--- config.mk ---
export PLATFORM = sky130hd
export DESIGN_NAME = operand_b_sel
export DESIGN_NICKNAME = d
export VERILOG_FILES = /design/src/rtl/operand_b_pkg.sv /design/src/rtl/operand_b_ext.sv /design/src/rtl/operand_b_sel.sv
export SDC_FILE = /design/constraint.sdc
export NUM_CORES = 1
export LEC_CHECK = 0
export CORE_MARGIN = 2
export CORE_UTILIZATION = 46
export DETAILED_ROUTE_END_ITERATION = 10
export PLACE_DENSITY = 0.8
export SYNTH_ARGS = -nofsm -noshare
export SYNTH_HDL_FRONTEND = slang
export SYNTH_SLANG_ARGS = --single-unit
--- constraint.sdc ---
create_clock -name i_clk -period 2.1 [get_ports i_clk]
set_clock_uncertainty 0.1 [all_clocks]
set_input_delay 0.525 -clock i_clk [delete_from_list [all_inputs] [get_ports i_clk]]
set_output_delay 0.525 -clock i_clk [all_outputs]
set_load 0.02 [all_outputs]
--- src/rtl/operand_b_pkg.sv ---
// Shared constants for the operand-B selector: source select codes and
// the skid-buffer state encoding.
package operand_b_pkg;

  // Source select codes; 5..7 are illegal and yield a zero operand.
  localparam logic [2:0] SEL_DATA = 3'd0;
  localparam logic [2:0] SEL_SEXT = 3'd1;
  localparam logic [2:0] SEL_ZEXT = 3'd2;
  localparam logic [2:0] SEL_FWD  = 3'd3;
  localparam logic [2:0] SEL_ZERO = 3'd4;

  // Skid-buffer occupancy states.
  localparam logic [1:0] ST_EMPTY = 2'd0;
  localparam logic [1:0] ST_ONE   = 2'd1;
  localparam logic [1:0] ST_TWO   = 2'd2;

  // True for select codes that name a real source.
  function automatic logic sel_is_legal(input logic [2:0] sel);
    return (sel <= SEL_ZERO);
  endfunction

endpackage

--- src/rtl/operand_b_ext.sv ---
// Combinational extend-and-select: picks operand B from one of five
// sources. Extension uses width casts so IMM_W == DATA_W degenerates
// cleanly into a pass-through for both extend modes.
module operand_b_ext
  import operand_b_pkg::*;
#(
  parameter int DATA_W = 16,
  parameter int IMM_W  = 11
) (
  input  logic [2:0]        sel,
  input  logic [DATA_W-1:0] data,
  input  logic [IMM_W-1:0]  imm,
  input  logic [DATA_W-1:0] fwd,
  output logic [DATA_W-1:0] operand,
  output logic              illegal
);

  // Source mux; illegal codes force zero and raise the illegal flag.
  always_comb begin
    operand = '0;
    illegal = 1'b0;
    case (sel)
      SEL_DATA: operand = data;
      SEL_SEXT: operand = DATA_W'($signed(imm));
      SEL_ZEXT: operand = DATA_W'(imm);
      SEL_FWD:  operand = fwd;
      SEL_ZERO: operand = '0;
      default: begin
        operand = '0;
        illegal = 1'b1;
      end
    endcase
  end

endmodule

--- src/rtl/operand_b_sel.sv ---
// Registered operand-B selector with a 2-entry skid buffer between decode
// and the ALU stage.
//
// Handshake: a beat is accepted when i_valid && o_ready, and leaves when
// o_valid && i_ready. o_ready is a register derived from the next buffer
// state only, so it never depends combinationally on i_ready; all outputs
// come straight from flops.
module operand_b_sel
  import operand_b_pkg::*;
#(
  parameter int DATA_W = 16,
  parameter int IMM_W  = 11
) (
  input  logic              i_clk,
  input  logic              i_rst_n,
  input  logic              i_valid,
  output logic              o_ready,
  input  logic [2:0]        i_sel,
  input  logic [DATA_W-1:0] i_DATA,
  input  logic [IMM_W-1:0]  i_SIGNAL,
  input  logic [DATA_W-1:0] i_FWD,
  output logic              o_valid,
  input  logic              i_ready,
  output logic [DATA_W-1:0] o_MUL_B,
  output logic              o_illegal
);

  logic [1:0]        state;
  logic [1:0]        state_nxt;
  logic [DATA_W-1:0] out_q;
  logic [DATA_W-1:0] skid_q;
  logic [DATA_W-1:0] operand;
  logic              sel_illegal;
  logic              ready_q;
  logic              illegal_q;
  logic              accept;
  logic              xfer;

  operand_b_ext #(
    .DATA_W (DATA_W),
    .IMM_W  (IMM_W)
  ) u_ext (
    .sel     (i_sel),
    .data    (i_DATA),
    .imm     (i_SIGNAL),
    .fwd     (i_FWD),
    .operand (operand),
    .illegal (sel_illegal)
  );

  assign accept    = i_valid && ready_q;
  assign xfer      = o_valid && i_ready;
  assign o_valid   = (state != ST_EMPTY);
  assign o_ready   = ready_q;
  assign o_MUL_B   = out_q;
  assign o_illegal = illegal_q;

  // Next buffer occupancy from accept/transfer events.
  always_comb begin
    state_nxt = state;
    case (state)
      ST_EMPTY: if (accept) state_nxt = ST_ONE;
      ST_ONE: begin
        if (accept && !xfer)      state_nxt = ST_TWO;
        else if (!accept && xfer) state_nxt = ST_EMPTY;
      end
      ST_TWO:   if (xfer) state_nxt = ST_ONE;
      default:  state_nxt = ST_EMPTY;
    endcase
  end

  // State and registered ready; ready stays low while held in reset.
  always_ff @(posedge i_clk or negedge i_rst_n) begin
    if (!i_rst_n) begin
      state   <= ST_EMPTY;
      ready_q <= 1'b0;
    end else begin
      state   <= state_nxt;
      ready_q <= (state_nxt != ST_TWO);
    end
  end

  // Output and skid registers; the skid entry refills the output on transfer from TWO.
  always_ff @(posedge i_clk or negedge i_rst_n) begin
    if (!i_rst_n) begin
      out_q  <= '0;
      skid_q <= '0;
    end else begin
      case (state)
        ST_EMPTY: if (accept) out_q <= operand;
        ST_ONE: begin
          if (accept && xfer) out_q  <= operand;
          else if (accept)    skid_q <= operand;
        end
        ST_TWO:   if (xfer) out_q <= skid_q;
        default:  out_q <= out_q;
      endcase
    end
  end

  // Sticky illegal-select flag, set only by an accepted beat.
  always_ff @(posedge i_clk or negedge i_rst_n) begin
    if (!i_rst_n) illegal_q <= 1'b0;
    else if (accept && sel_illegal) illegal_q <= 1'b1;
  end

endmodule

==> flow_metrics.tcl <==
set metrics [dict create \
    status "completed" \
    wirelength_mm 5.57 \
    ys_ff_latch 36 \
    syn_area_mm2 0.00215 \
    endpoint_kind "output port" \
    synth.top_cell.area_share_pct 41.9 \
    final_hold_viol_count 0 \
    top_level_ports 69 \
    synth-compound-area-share_pct 20.3 \
    required_ns 1.47 \
    initial_core_utilization_pct 48.7 \
    postSynthAreaPerCell_um2 9.15 \
    die_h_um 72.4 \
    max_ir_drop_vdd_mv 0.508 \
    rsz0062_at_grt "false" \
    final_period_minus_worst_setup_slack_ns 1.96 \
    tritoncts_clock_tree "built" \
    grt_antenna_before_repair 0 \
    placement.io_buffers 68 \
    antennaDiodeCount 0 \
    cellLeakagePower_nw 1.27 \
    clkSlewWorstSetupHoldPaths_ns 0.08 \
    cap_violations 0 \
    postSynth.asyncResetShare_pct 100 \
    synth-xor-area-share_pct 0 \
    post_cts.repair.setup_buffers 0 \
    post_layout_total_power_mw 3.07 \
    synth.area.top_cells "sky130_fd_sc_hd__dfrtp_1 (42%), sky130_fd_sc_hd__mux2_2 (9.4%), sky130_fd_sc_hd__mux2i_1 (7.9%), sky130_fd_sc_hd__nand2_1 (6.1%), sky130_fd_sc_hd__nor2_1 (5.1%)" \
    tritoncts.num_buffers 5 \
    layout.nets 359 \
    fmax_ghz 0.510 \
    worst-r2r-setup-slack_ns 0.34 \
    drt_drc_violations_left 0 \
    critPathArrivalTime_ns 1.34 \
    synth_largest_area_cell "sky130_fd_sc_hd__dfrtp_1" \
    synth.distinct_cells 26 \
    syn-num-nets 285 \
    min_period_over_period_pct 93.3 \
    synth_warnings 0 \
    ctsRootBufferMaster "sky130_fd_sc_hd__clkbuf_8" \
    htree_num_levels 2 \
    power_density_mw_per_mm2 1000 \
    viasPerCell 5.60 \
    yosys.cell_count.top_type "sky130_fd_sc_hd__dfrtp_1" \
    core_region_area_mm2 0.00441 \
    routability_cong 0.804 \
    die-area_mm2 0.00524 \
    clock_tree.buffer_depth 2 \
    muxShareOfSynthArea_pct 17.3 \
    pin_count_of_the_biggest_net_entering_global_routing 37 \
    placed_cells_incl_taps 354 \
    path_class "flop to output port" \
    hold_class "input pin to asynchronous set/reset pin" \
    detailed_place_hpwl_mm 4.06 \
    synth-main-ff-cell "sky130_fd_sc_hd__dfrtp_1" \
    fin_cells 362 \
    yosysSeqAreaShare_pct 41.9 \
    total_count_of_max_transition_violations_in_the_final_report 0 \
    synth_edf_count 0 \
    final_count_of_negative_setup_slack_endpoints 0 \
    drt_iter0_markers 74 \
    detailed_routing_iterations_pass_1 4 \
    crit_path_start_kind "flop" \
    row_count 24 \
    grt_pass1_vias 2021 \
    combinational_family_with_the_most_area_after_synthesis "compound AO/OA/AOI/OAI gates" \
    post_route_antenna_net_violation_count 0 \
    max-slew-margin-rel_pct 51.2 \
    yosys-top-cells-count "sky130_fd_sc_hd__dfrtp_1 (36), sky130_fd_sc_hd__nand2_1 (35), sky130_fd_sc_hd__nor2_1 (29)" \
    detailroute.via_count 2028 \
    die_span_in_x_um 72.4 \
    global_route.usage.total_pct 22.6 \
    route.detailed.wl_per_inst_um 15.4 \
    global_route_wire_length_before_repair_mm 9.20 \
    worst_slew_pin_slew_ns 0.729 \
    synth-simple-area-share_pct 16.1 \
    syn-instance-count 235 \
    final_layout_size_suffix_gt1_share_pct 17.1 \
    clkLatencyLatePin_ns 0.27 \
    cts.sink_count 36 \
    cts-hold-fix-buffers 0 \
    syn_to_final_growth_pct 42.7 \
    critPathMaxFanout 7 \
    synth_fa_ha_area_share_pct 0 \
    grt-ovfl-total 0 \
]
-- sequential cells by signal, summed over array words and instances (netlist names) --
| name | count |
|---|---|
| o_MUL_B | 16 |
| state | 2 |
| o_ready | 1 |
| o_illegal | 1 |
| skid_q | 16 |
-- cell usage in the layout, fill, tap and decap left out, drive strengths merged, types with 2 or more instances in the layout --
| cell | count |
|---|---|
| clkinv | 3 |
| a31oi | 12 |
| clkdlybuf4s50 | 66 |
| o31ai | 8 |
| nor2b | 6 |
| buf | 19 |
| mux2i | 17 |
| dfrtp | 36 |
| nand2b | 2 |
| a221oi | 4 |
| a22oi | 7 |
| o21ai | 10 |
| nor2 | 29 |
| mux2 | 18 |
| o211ai | 5 |
| nor3 | 5 |
| nand2 | 35 |
| a21oi | 15 |
| clkbuf | 5 |
-- power breakdown --
part | switching (mW) | internal (mW) | total, mW
logic | 0.710 | 0.700 | 1.41
clock network | 0.248 | 0.231 | 0.479
registers | 0.183 | 1.00 | 1.18
-- worst max-delay path, cell delays in order, from the launching register on --
cell and delay (ns):
sky130_fd_sc_hd__dfrtp_1 0.44, sky130_fd_sc_hd__or2_2 0.30, sky130_fd_sc_hd__dlygate4sd2_1 0.32
-- worst paths after layout --
path	startpoint	to	depth (start not counted)
min reg2reg	skid_q[0]$_DFFE_PN0P_	skid_q[0]$_DFFE_PN0P_	2
max reg2reg	state[1]$_DFF_PN0_	o_MUL_B[7]$_DFFE_PN0P_	5
max in group asynchronous	i_rst_n	skid_q[4]$_DFFE_PN0P_	2
min in group i_clk	skid_q[0]$_DFFE_PN0P_	skid_q[0]$_DFFE_PN0P_	2
max	state[0]$_DFF_PN0_	o_valid	2
min	i_rst_n	o_MUL_B[1]$_DFFE_PN0P_	2
-- layer usage --
layer  part of all wire [%]  GRT usage, %  up-vias
li1                       -             -      992
met1                     43          28.0      962
met2                     50          39.0       67
met3                    6.0          5.42        7
met4                    1.2          6.92        0
met5                      0             0        -
-- logic make-up (layout without fill, tap and decap cells) --
kind of cell	count (synthesis)	after routing
multiplexers	35	35
AND/OR/NAND/NOR	81	81
buffers and inverters	19	94
AO/OA/AOI/OAI	64	64
flip-flops	36	36
-- metrics by stage --
step	instance area, um2	setup TNS (ns)	setup WS (ns)	hold WS [ns]	utilization, %
after floorplan	2150	0	0.226	0.129	-
after global placement	2980	-0.810	-0.0572	0.359	67.5
after detailed placement	2980	-1.93	-0.107	0.370	67.5
after CTS	3070	0	0.144	0.190	69.5
after global routing	3070	0	0.0383	0.220	69.5
final	3070	0	0.140	0.175	69.5
-- final cells by class --
class | instances | area [um2]
flip-flops and latches | 36 | 901
multi-input cells | 180 | 1170
well taps | 52 | 65.1
fillers | 364 | 1350
clock inverters | 3 | 18.8
repair buffers | 86 | 847
clock buffers | 5 | 68.8
-- timing repair --
item,CTS,global route
endpoints found under the hold margin,0,0
setup endpoints to repair,1,0
gates resized for setup,1,0
Note: power is estimated with default switching activity, not from simulation.
